### config.mk
export PLATFORM = sky130hd
export DESIGN_NAME = clk_tick_counter_flat
export DESIGN_NICKNAME = d
export VERILOG_FILES = /design/src/rtl/clk_tick_counter_pkg.sv /design/src/rtl/clk_tick_counter_if.sv /design/src/rtl/clk_tick_counter_prescaler.sv /design/src/rtl/clk_tick_counter.sv /design/src/flat_wrapper.sv
export SDC_FILE = /design/constraint.sdc
export NUM_CORES = 1
export LEC_CHECK = 0
export BUFFER_PORTS_ARGS = -buffer_cell sky130_fd_sc_hd__buf_2
export CAP_MARGIN = 20
export CORE_ASPECT_RATIO = 0.7
export CORE_MARGIN = 2
export CORE_UTILIZATION = 54
export CTS_BUF_LIST = sky130_fd_sc_hd__clkbuf_4 sky130_fd_sc_hd__clkbuf_8
export CTS_CLUSTER_SIZE = 25
export DETAILED_ROUTE_END_ITERATION = 6
export PLACE_DENSITY_LB_ADDON = 0.1
export SLEW_MARGIN = 20
export SYNTH_ARGS = -nofsm -noshare
export SYNTH_HDL_FRONTEND = slang
export SYNTH_SLANG_ARGS = --single-unit
### constraint.sdc
create_clock -name clk -period 3 [get_ports clk]
set_input_delay 0.6 -clock clk [delete_from_list [all_inputs] [get_ports clk]]
set_output_delay 0.6 -clock clk [all_outputs]
set_load 0.02 [all_outputs]
### src/rtl/clk_tick_counter_pkg.sv
// clk_tick_counter shared types and default sizes.
// Imported by the interface, prescaler and top.
package clk_tick_pkg;

  typedef enum logic [1:0] {
    IDLE,
    RUN,
    PAUSE
  } state_t;

  localparam int DEF_DIV_W = 16;
  localparam int DEF_CNT_W = 32;
  localparam int DEF_STEP  = 10;

endpackage

### src/rtl/clk_tick_counter_if.sv
// Control/status bundle of clk_tick_counter.
// master drives run/divide/load, slave returns tick outputs.
interface clk_tick_counter_if
  import clk_tick_pkg::*;
#(
  parameter int DIV_W = DEF_DIV_W,
  parameter int CNT_W = DEF_CNT_W
);

  logic             en;
  logic [DIV_W-1:0] div;
  logic             load;
  logic [CNT_W-1:0] load_val;
  logic             tick;
  logic             clk_div;
  logic [CNT_W-1:0] count;
  logic             wrap;

  modport master (
    output en, div, load, load_val,
    input  tick, clk_div, count, wrap
  );

  modport slave (
    input  en, div, load, load_val,
    output tick, clk_div, count, wrap
  );

endinterface

### src/rtl/clk_tick_counter_prescaler.sv
// Prescaler register with >= terminal compare.
// A div lowered below the count terminates on the next run edge.
module clk_prescaler
  import clk_tick_pkg::*;
#(
  parameter int DIV_W = DEF_DIV_W
) (
  input  logic             clk,
  input  logic             rst,
  input  logic             run,
  input  logic             clr,
  input  logic [DIV_W-1:0] div,
  output logic             term
);

  logic [DIV_W-1:0] presc;
  logic             hit;

  assign hit  = presc >= div;
  assign term = run & hit;

  always_ff @(posedge clk or posedge rst) begin
    if (rst) begin
      presc <= '0;
    end else if (clr) begin
      presc <= '0;
    end else if (run) begin
      presc <= hit ? '0 : presc + DIV_W'(1);
    end
  end

endmodule

### src/rtl/clk_tick_counter.sv
// Programmable tick, divided clock and step accumulator.
// Optional sim monitor: define CLK_TICK_COUNTER_DISPLAY_EN.
module clk_tick_counter
  import clk_tick_pkg::*;
#(
  parameter int          DIV_W = DEF_DIV_W,
  parameter int          CNT_W = DEF_CNT_W,
  parameter int unsigned STEP  = DEF_STEP
) (
  input  logic               clk,
  input  logic               rst,
  clk_tick_counter_if.slave  bus
);

  state_t           state;
  logic             run;
  logic             term;
  logic [CNT_W:0]   sum;
  logic [CNT_W-1:0] cnt_q;
  logic             tick_q;
  logic             clkd_q;
  logic             wrap_q;

  assign run = (state == RUN);
  assign sum = {1'b0, cnt_q} + (CNT_W+1)'(STEP);

  clk_prescaler #(
    .DIV_W (DIV_W)
  ) u_presc (
    .clk  (clk),
    .rst  (rst),
    .run  (run),
    .clr  (bus.load),
    .div  (bus.div),
    .term (term)
  );

  always_ff @(posedge clk or posedge rst) begin
    if (rst) begin
      state  <= IDLE;
      cnt_q  <= '0;
      tick_q <= 1'b0;
      clkd_q <= 1'b0;
      wrap_q <= 1'b0;
    end else begin
      unique case (state)
        IDLE:    if (bus.en)  state <= RUN;
        RUN:     if (!bus.en) state <= PAUSE;
        PAUSE:   if (bus.en)  state <= RUN;
        default: state <= IDLE;
      endcase
      // load wins over a coincident terminal count
      if (bus.load) begin
        cnt_q  <= bus.load_val;
        tick_q <= 1'b0;
        wrap_q <= 1'b0;
      end else if (term) begin
        cnt_q  <= sum[CNT_W-1:0];
        wrap_q <= sum[CNT_W];
        tick_q <= 1'b1;
        clkd_q <= ~clkd_q;
      end else begin
        tick_q <= 1'b0;
        wrap_q <= 1'b0;
      end
    end
  end

  assign bus.count   = cnt_q;
  assign bus.tick    = tick_q;
  assign bus.clk_div = clkd_q;
  assign bus.wrap    = wrap_q;

`ifdef CLK_TICK_COUNTER_DISPLAY_EN
  always @(posedge clk) begin
    if (tick_q) $display("%0t tick count=%0d", $time, cnt_q);
    if (wrap_q) $display("%0t wrap", $time);
  end
`else
`endif

endmodule

### src/flat_wrapper.sv
// flat-port wrapper written by rule: the top's interface ports become plain ports
module clk_tick_counter_flat import clk_tick_pkg::*;
#(
  parameter int          DIV_W = DEF_DIV_W,
  parameter int          CNT_W = DEF_CNT_W,
  parameter int unsigned STEP  = DEF_STEP
)
  (clk, rst, bus_en, bus_div, bus_load, bus_load_val, bus_tick, bus_clk_div, bus_count, bus_wrap);
  clk_tick_counter_if #(.DIV_W(DIV_W), .CNT_W(CNT_W)) bus_i ();
  input  logic clk;
  input  logic rst;
  input wire logic [$bits(bus_i.en)-1:0] bus_en;
  input wire logic [$bits(bus_i.div)-1:0] bus_div;
  input wire logic [$bits(bus_i.load)-1:0] bus_load;
  input wire logic [$bits(bus_i.load_val)-1:0] bus_load_val;
  output wire logic [$bits(bus_i.tick)-1:0] bus_tick;
  output wire logic [$bits(bus_i.clk_div)-1:0] bus_clk_div;
  output wire logic [$bits(bus_i.count)-1:0] bus_count;
  output wire logic [$bits(bus_i.wrap)-1:0] bus_wrap;
  assign bus_i.en = bus_en;
  assign bus_i.div = bus_div;
  assign bus_i.load = bus_load;
  assign bus_i.load_val = bus_load_val;
  assign bus_tick = bus_i.tick;
  assign bus_clk_div = bus_i.clk_div;
  assign bus_count = bus_i.count;
  assign bus_wrap = bus_i.wrap;
  clk_tick_counter #(.DIV_W(DIV_W), .CNT_W(CNT_W), .STEP(STEP)) u_core (.clk(clk), .rst(rst), .bus(bus_i));
endmodule
==> impl_results.md <==
- Status: completed
- Fmax: 373 MHz
- Post-route setup TNS: 0 ps
- DR vias: approximately 3200
- Post-CTS Setup Inserts: 0
- Static Leak: about 1.8 nW
- I/O pin total: 87
- Final wirelength: 8330 um
- Seq/Total Area, Yosys: around two fifths
- GR Util All Layers: about a quarter
- Cell with the most instances after synthesis: dfrtp_1
- Syn_nets: 455
- Final Skew: 8.94 ps
- Slowest CP cell: or4_1
- Most frequent cells after synthesis: 53 x dfrtp_1, 47 x nand2_1, 31 x o21ai_0
- First-pass detailed-route iteration total: 4
- # nets final: ~540
- CP required: ~3200 ps
- Die Width: 99.0 um
- # hold bufs at CTS: 0
- Slew HR: 45.0%
- Met2 wire len: 3490 um
- Final setup viols: 0
- Setup WS pre-CTS: just under 90 ps
- Slew @ Worst Pin: 823 ps
- Core Box Area: 0.00616 mm^2
- Worst Setup EP: u_core.bus.count[28]$_DFFE_PP0P_
- Share of cells above drive strength 1: 26.7%
- Yosys cell types: 45
- Cell area after synthesis: 0.00341 mm^2
- Worst Path Buf+Inv: 0
- Antenna violations before repair: 0
- Worst r2r path cells: 7
- H-tree Lvls: 2
- Yosys reg bits: 53
- WL met1: 4250 um
- Hold Vio Cnt, Final: 0
- Reg2reg start: u_core.u_presc.presc[13]$_DFFE_PP0P_
- Crit end category: register
- Layout filler cell count: 544
- Setup ws final: 317 ps
- FF-to-FF End: u_core.bus.count[28]$_DFFE_PP0P_
- Yosys top cell by area: dfrtp_1
- Top cells by area, synth: dfrtp_1 39%, ha_1 6.6%, a2111oi_2 5.3%, nand2_1 5.2%, xnor2_1 4.9%
- Clk buf depth: 2
- Min-Delay Path Class: in2async
- Reg power frac: a little over half
- Die area: ~0.007 mm^2
- Post-synth top area share: 38.9%
- Crit path cell chain: ha_1, nand4_1, nor4_2, a32oi_4, a21o_1, or4_1, a31oi_1
- Min cycle time layout: around 2700 ps
- Max-Cap Viols: 0
- Port buffer count: 86
- Asr flop ratio synth: 100%
- Crit. Startpoint: u_core.u_presc.presc[13]$_DFFE_PP0P_
- Critical path type: reg2reg
- Sw Ratio: 32.0%
- First-pass GRT wire length: 14200 um
- Via density: 5.85
- DRC: 0
- Final core utilization: 65.9%
- Total number of clock tree sinks: 53
- CP peak stage delay: about 540 ps
- Power Density: about 390 mW/mm^2
- Routed Antenna Nets: 0
- Insertion delay to the later sink of the worst-skew pair: 320 ps
- Worst reg2reg setup slack: 320 ps
- Synthesis-to-layout area growth: 18.9%
- Final GP Congestion: 0.872
- GRT overflow: 0
- Clk pwr share: 27.2%
- P_int: 1.07 mW
- Multi-input gate area: 0.00191 mm^2
- Crit-path max FO: 12
- Clk root buf: clkbuf_8
- Yosys warning count: 0
- CTS Buf Count: 5
- Vias in the first global route: 2961
- Post-CTS Resized: 0
- DR iter-0 viols: 195
- Cell Rows: 24
- Startpoint types: register
- Clock transition at path regs: 100 ps
- Dominant synthesized flop cell: dfrtp_1
- CTS tree: done
- Post-Syn Instances: roughly 390
- Starting Density: 55.4%
- RSZ-0062 raised after global routing: no
- Syn_area_per_cell: about 9 um^2
- N_diodes: 0
- Top delay family on crit path: simple AND/OR/NAND/NOR gates
- Worst Path Arrival: 2920 ps
- Largest net degree at the start of global routing: 33
- DR top layer: met4
- Final period util: 89.4%
- Crit. path cell count: 7
- Post-synth EDFFs: 0
- Fin. max-slew vios: 0
- Comb pwr share: just over 20%
- Max VDD drop: 0.000225 V
- Switching pwr: roughly 0.5 mW
- Die Y: 70.5 um
- Sequential Area: 0.00133 mm^2
- Drt wl/cell: 15.1 um
- DR WL met3: 495 um
- Detail Placement HPWL: 6480 um
[power by group through the flow]
stage               clock network, mW  registers (mW)  logic [mW]
global route                    0.456           0.830       0.358
finish                          0.427           0.821       0.321
global placement                    0           0.830       0.314
CTS                             0.431           0.819       0.323
floorplan                           0           0.870       0.154
detailed placement                  0           0.833       0.322
[worst reg2reg max path: cells and delay by family (launching register included)]
family          cells  cell delay, ps
simple gates        3            1130
compound gates      3             700
flops               1             440
fa+ha+maj           1             330
[how the worst min path moves through the flow]
stage / startpoint / endpoint / slack (ps)
after floorplan: u_core.state[0]$_DFFE_PP0P_ / u_core.state[0]$_DFFE_PP0P_ / 460
after global placement: u_core.bus.clk_div$_DFFE_PP0P_ / u_core.bus.clk_div$_DFFE_PP0P_ / 450
after detailed placement: u_core.bus.clk_div$_DFFE_PP0P_ / u_core.bus.clk_div$_DFFE_PP0P_ / 470
after CTS: rst / u_core.u_presc.presc[3]$_DFFE_PP0P_ / 390
after global routing: rst / u_core.u_presc.presc[8]$_DFFE_PP0P_ / 440
final: rst / u_core.u_presc.presc[1]$_DFFE_PP0P_ / 360
[cells by family after synthesis]
logic type / Yosys count / share of synthesized area [%]
and+or+nand+nor: 139 / 20.8
muxes: 3 / 0.954
AOI/OAI and AO/OA: 107 / 22.2
DFF: 53 / 38.9
adders and majority gates: 18 / 6.60
buffers and inverters: 44 / 5.17
xor gates and xnor gates: 21 / 5.39
[metrics by stage]
step	instance area (um^2)	std cells	power, mW	hold WS [ps]
finish	4050	550	1.57	360
floorplan	3410	385	1.02	460
global route	4050	550	1.64	441
detailed placement	3960	542	1.16	471
CTS	4050	550	1.57	388
global placement	3960	542	1.14	452
[flip-flops by register name, summed over array words and instances (netlist names)]
signal and count:
u_core.bus.clk_div 1, u_core.bus.count 32, u_core.bus.tick 1, u_core.bus.wrap 1
u_core.state 2, u_core.u_presc.presc 16
[area by class of cell]
class | count | area share (%)
clock buffers | 7 | 2.07
clock inverters | 1 | 0.185
inverters | 25 | 2.31
multi-input cells | 288 | 47.2
flip-flops and latches | 53 | 32.7
well taps | 78 | 2.41
repair buffers | 98 | 13.1
[layer usage]
layer | up-vias | track usage, %
li1 | 1576 | -
met1 | 1537 | 39.9
met2 | 96 | 36.3
met3 | 9 | 4.00
met4 | 0 | 6.24
met5 | - | 0
[layout by cell type (no fill, tap or decap), types with 2 or more instances in the layout]
master     instances
xnor2_1           19
or4_1              4
nor2_1            22
nand2b_1           4
a21oi_1           19
nand2_1           47
o21ai_0           31
and3_1             4
mux2_2             2
clkbuf_8           5
o31ai_1            3
nor4_2             2
xor2_1             2
nor4_1             6
a21o_1             7
nor3b_1            4
a2111oi_2         12
a41oi_1            2
buf_4             11
nand3_1           16
a31oi_1           13
a211oi_1           2
inv_1             23
dfrtp_1           53
nand4_1           10
ha_1              18
o21ai_1            9
or3_1             15
clkbuf_4           2
buf_2             86
No activity file was read; power rests on OpenSTA's default activity.
